### src/rtl/pipe_hazard_ctrl_pkg.sv
// Shared encodings and types for the pipeline stall/flush controller.
// The FSM codes match the legacy define.v values so existing trace tools still decode them.
package pipe_hazard_ctrl_pkg;

   localparam logic [1:0] HZ_IDLE    = 2'd0;
   localparam logic [1:0] HZ_WAIT    = 2'd1;
   localparam logic [1:0] HZ_RELEASE = 2'd2;

   localparam int DRAM_LAT = 2;

   localparam logic [15:0] STALL_CNT_MAX = 16'hFFFF;

   typedef struct packed {
      logic pc_stall;
      logic if_id_stall;
      logic id_ex_stall;
      logic ex_mem_stall;
      logic mem_wb_bubble;
      logic if_id_flush;
      logic id_ex_flush;
   } hz_ctrl_t;

endpackage

### src/rtl/pipe_hazard_ctrl_load_use.sv
// Combinational load-use hazard detector: a load in EX writes a register the ID instruction reads.
// Also instantiated by the forwarding logic, so it stays free of any controller state.
module load_use_detect
   import pipe_hazard_ctrl_pkg::*;
(
   input  logic [4:0] id_rs1_addr,
   input  logic [4:0] id_rs2_addr,
   input  logic       id_rs1_used,
   input  logic       id_rs2_used,
   input  logic       ex_mem_read,
   input  logic [4:0] ex_rd_addr,
   output logic       hazard
);

   logic rs1_match;
   logic rs2_match;

   assign rs1_match = id_rs1_used && (id_rs1_addr == ex_rd_addr);
   assign rs2_match = id_rs2_used && (id_rs2_addr == ex_rd_addr);

   // x0 is hardwired to zero, so a load targeting it never creates a dependency
   assign hazard = ex_mem_read && (ex_rd_addr != 5'd0) && (rs1_match || rs2_match);

endmodule

### src/rtl/pipe_hazard_ctrl.sv
// Central stall/flush controller: DRAM wait FSM, load-use bubbles, branch squash
// and a saturating count of PC-stall cycles.
module pipe_hazard_ctrl
   import pipe_hazard_ctrl_pkg::*;
#(
   parameter int MEM_LAT = DRAM_LAT,
   parameter int CNT_W   = 4
)
(
   input  logic        clk,
   input  logic        rst_n,
   input  logic [4:0]  id_rs1_addr,
   input  logic [4:0]  id_rs2_addr,
   input  logic        id_rs1_used,
   input  logic        id_rs2_used,
   input  logic        ex_mem_read,
   input  logic [4:0]  ex_rd_addr,
   input  logic        ex_redirect,
   input  logic        mem_mem_read,
   input  logic        mem_mem_write,
   output logic        pc_stall,
   output logic        if_id_stall,
   output logic        id_ex_stall,
   output logic        ex_mem_stall,
   output logic        mem_wb_bubble,
   output logic        if_id_flush,
   output logic        id_ex_flush,
   output logic        busy,
   output logic [15:0] stall_cnt
);

   localparam bit               LONG_MEM    = (MEM_LAT > 1);
   localparam logic [CNT_W-1:0] LOAD_VAL    = CNT_W'((MEM_LAT > 1) ? (MEM_LAT - 1) : 0);
   localparam logic [CNT_W-1:0] LAST_WAIT   = CNT_W'(2);
   localparam logic [1:0]       FIRST_STATE = (MEM_LAT > 2) ? HZ_WAIT : HZ_RELEASE;

   logic [1:0]       state;
   logic [1:0]       next_state;
   logic [CNT_W-1:0] wait_cnt;
   logic             mem_acc;
   logic             mem_stall;
   logic             load_use;
   hz_ctrl_t         ctrl;

   assign mem_acc = mem_mem_read | mem_mem_write;

   load_use_detect u_load_use (
      .id_rs1_addr (id_rs1_addr),
      .id_rs2_addr (id_rs2_addr),
      .id_rs1_used (id_rs1_used),
      .id_rs2_used (id_rs2_used),
      .ex_mem_read (ex_mem_read),
      .ex_rd_addr  (ex_rd_addr),
      .hazard      (load_use)
   );

   // The IDLE cycle that spots the access already stalls, so WAIT covers the
   // remaining MEM_LAT-2 cycles and leaves once the counter is down to its last step.
   always_comb begin
      next_state = state;
      mem_stall  = 1'b0;
      case (state)
         HZ_IDLE: begin
            if (mem_acc && LONG_MEM) begin
               mem_stall  = 1'b1;
               next_state = FIRST_STATE;
            end
         end
         HZ_WAIT: begin
            mem_stall = 1'b1;
            if (wait_cnt <= LAST_WAIT) begin
               next_state = HZ_RELEASE;
            end
         end
         HZ_RELEASE: next_state = HZ_IDLE;
         default:    next_state = HZ_IDLE;
      endcase
   end

   always_ff @(posedge clk or negedge rst_n) begin
      if (!rst_n) begin
         state    <= HZ_IDLE;
         wait_cnt <= '0;
      end else begin
         state <= next_state;
         if (state == HZ_IDLE && mem_stall) begin
            wait_cnt <= LOAD_VAL;
         end else if (state == HZ_WAIT) begin
            wait_cnt <= wait_cnt - CNT_W'(1);
         end
      end
   end

   // Memory hold outranks everything: a branch stuck in EX acts once the hold ends,
   // and a redirect outranks the load-use bubble because that hazard is on the wrong path.
   always_comb begin
      ctrl = '0;
      if (mem_stall) begin
         ctrl.pc_stall      = 1'b1;
         ctrl.if_id_stall   = 1'b1;
         ctrl.id_ex_stall   = 1'b1;
         ctrl.ex_mem_stall  = 1'b1;
         ctrl.mem_wb_bubble = 1'b1;
      end else if (ex_redirect) begin
         ctrl.if_id_flush = 1'b1;
         ctrl.id_ex_flush = 1'b1;
      end else if (load_use) begin
         ctrl.pc_stall    = 1'b1;
         ctrl.if_id_stall = 1'b1;
         ctrl.id_ex_flush = 1'b1;
      end
   end

   assign pc_stall      = ctrl.pc_stall;
   assign if_id_stall   = ctrl.if_id_stall;
   assign id_ex_stall   = ctrl.id_ex_stall;
   assign ex_mem_stall  = ctrl.ex_mem_stall;
   assign mem_wb_bubble = ctrl.mem_wb_bubble;
   assign if_id_flush   = ctrl.if_id_flush;
   assign id_ex_flush   = ctrl.id_ex_flush;
   assign busy          = (state != HZ_IDLE);

   always_ff @(posedge clk or negedge rst_n) begin
      if (!rst_n) begin
         stall_cnt <= '0;
      end else if (ctrl.pc_stall && stall_cnt != STALL_CNT_MAX) begin
         stall_cnt <= stall_cnt + 16'd1;
      end
   end

endmodule

### config.mk
export PLATFORM = sky130hd
export DESIGN_NAME = pipe_hazard_ctrl
export DESIGN_NICKNAME = d
export VERILOG_FILES = /design/src/rtl/pipe_hazard_ctrl_pkg.sv /design/src/rtl/pipe_hazard_ctrl_load_use.sv /design/src/rtl/pipe_hazard_ctrl.sv
export SDC_FILE = /design/constraint.sdc
export NUM_CORES = 1
export LEC_CHECK = 0
export ABC_AREA = 1
export BUFFER_PORTS_ARGS = -buffer_cell sky130_fd_sc_hd__buf_4
export CORE_ASPECT_RATIO = 2
export CORE_MARGIN = 2
export CORE_UTILIZATION = 46
export CTS_CLUSTER_DIAMETER = 200
export DETAILED_ROUTE_END_ITERATION = 6
export PLACE_DENSITY = 0.81
export SLEW_MARGIN = 5
export SYNTH_ARGS = -nofsm -noshare
export SYNTH_HDL_FRONTEND = slang
export SYNTH_SLANG_ARGS = --single-unit
### constraint.sdc
create_clock -name clk -period 3.55 [get_ports clk]
set_clock_uncertainty 0.15 [all_clocks]
set_input_delay 0.71 -clock clk [delete_from_list [all_inputs] [get_ports clk]]
set_output_delay 0.71 -clock clk [all_outputs]
set_load 0.02 [all_outputs]
==> flow_metrics.env <==
export IMPL_root_buffer="clkbuf_8"
export IMPL_relSlewSlack_pct=76.1
export IMPL_wirelength_mm=2.92
export IMPL_yosys_warnings=0
export IMPL_nets=261
export IMPL_avgSynthCellArea_um2=6.69
export IMPL_final_common_cell="nand2_1"
export IMPL_rows=27
export IMPL_clock_sinks=17
export IMPL_drt_iter0_drc=23
export IMPL_netlist_area_um2=1280
export IMPL_synth_top_area_cell="dfrtp_1"
export IMPL_grt_pass1_wl_mm=4.78
export IMPL_power_density_nw_per_um2=370
export IMPL_r2r_setup_slack_ps=1580
export IMPL_fillers=277
export IMPL_clock_fmax_ghz=0.386
export IMPL_hold_buffers=0
export IMPL_timing_rr_end="stall_cnt[13]"
export IMPL_cts_tree="done"
export IMPL_grt_overflow_total=0
export IMPL_postRouteAntennaNets=0
export IMPL_postCtsSetupBuffers=0
export IMPL_tns_ps=0
export IMPL_crit_type="in2out"
export IMPL_critPathRequiredTime_ps=2690
export IMPL_h_tree_depth=1
export IMPL_num_vias=1277
export IMPL_area_growth_syn_to_layout_pct=29.8
export IMPL_grt_use_total_pct=20.1
export IMPL_r2r_cells=9
export IMPL_status="finished clean"
export IMPL_dpl_hpwl_mm=2.29
export IMPL_yosys_area_top_type_share_pct=33.1
export IMPL_critPathArrivalTime_ps=1730
export IMPL_grt_pass1_vias=1289
export IMPL_final_hold_viol_count=0
export IMPL_final_min_clock_period_ps=2590
export IMPL_synth_area_top_cells="dfrtp_1 33%, nand2_1 21%, nand3_1 9.0%"
export IMPL_grt_max_degree=20
export IMPL_worstSkewPairLatency_ps=240
export IMPL_fin_total_pwr_mw=0.616
export IMPL_syn_instance_count=192
export IMPL_pin_count=47
export IMPL_hold_path_class="in2async"
export IMPL_cts_resized=0
export IMPL_drv_cap=0
export IMPL_n_antenna_cell=0
export IMPL_initial_utilization_pct=47.5
export IMPL_dr_pass1_iters=4
export IMPL_rsz0062_at_grt="false"
export IMPL_final_max_slew_violation_count=0
export IMPL_cts_buffers=3
export IMPL_worstReg2RegStart="stall_cnt[0]"
export IMPL_coreArea_um2=2700
export IMPL_finalCritPeriodShare_pct=72.9
export IMPL_ir_drop_mv=0.368
export IMPL_routabilityCongestion=0.819
export IMPL_die_area_um2=3260
export IMPL_layout_drive_gt1_share_pct=28.0
export IMPL_clock_path_buffers=2
export IMPL_critPathLaunchType="primary input"
export IMPL_synth_distinct_cells=22
export IMPL_leakage_nw=1.00
export IMPL_crit_path_end_kind="output port"
export IMPL_clk_pin_slew_ps=60
export IMPL_ys_ff_latch=17
export IMPL_antenna_found_initial=0
export IMPL_path_max_fanout=19
export IMPL_fp_dieH_um=78.7
export IMPL_detail_route_drc_violations=0
export IMPL_yosysSeqAreaShare_pct=33.1
export IMPL_drt_vias_per_instance=4.82
export IMPL_final_cell_mix="73 x nand2_1, 46 x buf_4, 23 x nand3_1"
export IMPL_wl_per_cell_um=11.0
export IMPL_port_buffers=46
export IMPL_setup_viol=0
export IMPL_worst_pin_slew_ps=358
export IMPL_synth_net_count=216
export IMPL_die_w_um=41.4
[through the flow]
step | worst slack [ps] | cells | cell area [µm²] | utilization, % | hold slack [ps]
floorplan | 782 | 192 | 1280 | - | 264
global placement | 959 | 261 | 1620 | 60.0 | 288
detailed placement | 945 | 261 | 1620 | 60.0 | 298
CTS | 943 | 265 | 1670 | 61.7 | 172
global route | 826 | 265 | 1670 | 61.7 | 182
finish | 963 | 265 | 1670 | 61.7 | 167
[cells in the mapped netlist, drive strengths merged]
master   n
nor3     3
a21oi    1
xor2     9
inv     25
nand2   78
ha       1
o21ai    1
buf      6
nand4    2
nor2    20
dfrtp   17
xnor2    5
nand3   24
[flip-flops by register name, summed over array words and instances, names as in the netlist]
signal     flops
stall_cnt     16
state          1
[worst max-delay path by stage]
stage / start / endpoint / depth (start not counted)
floorplan: mem_mem_write / pc_stall / 6
global placement: ex_rd_addr[1] / pc_stall / 10
detailed placement: ex_rd_addr[1] / pc_stall / 10
CTS: ex_rd_addr[1] / pc_stall / 10
global route: ex_rd_addr[1] / pc_stall / 10
finish: ex_rd_addr[1] / pc_stall / 10
[layer usage]
layer | GRT usage [%] | wire [µm] | vias to the layer above
met4 | 8.39 | 61 | 0
met1 | 18.3 | 1060 | 553
met2 | 39.8 | 1650 | 44
li1 | - | - | 671
met5 | 0 | 0 | -
met3 | 0.279 | 146 | 9
[critical path, stage by stage]
cell,delay [ps]
buf_4,90
inv_2,40
nand2_1,40
nand2_1,40
nor2_1,140
nand3_1,90
nand2_1,100
nand3_2,90
nand2_4,190
buf_4,180
[logic make-up after synthesis]
logic type | synth area share (%)
AO/OA/AOI/OAI | 0.779
XOR/XNOR | 9.55
adder cells (fa/ha/maj) | 0.975
buffers and inverters | 10.7
flip-flops | 33.1
AND/OR/NAND/NOR | 44.8
[power by group]
part	internal [mW]	switching, mW
registers	0.219	0.0342
clock network	0.0794	0.0623
logic	0.0977	0.124
[cell type report]
class                      instances  area, µm²  area share, %
multi-input combinational        144        721           43.2
sequential                        17        425           25.5
timing repair buffer              46        345           20.7
inverter                          25       93.8           5.63
clock buffer                       4       45.0           2.70
tap                               29       36.3           2.18
Note: power is estimated with default switching activity, not from simulation.
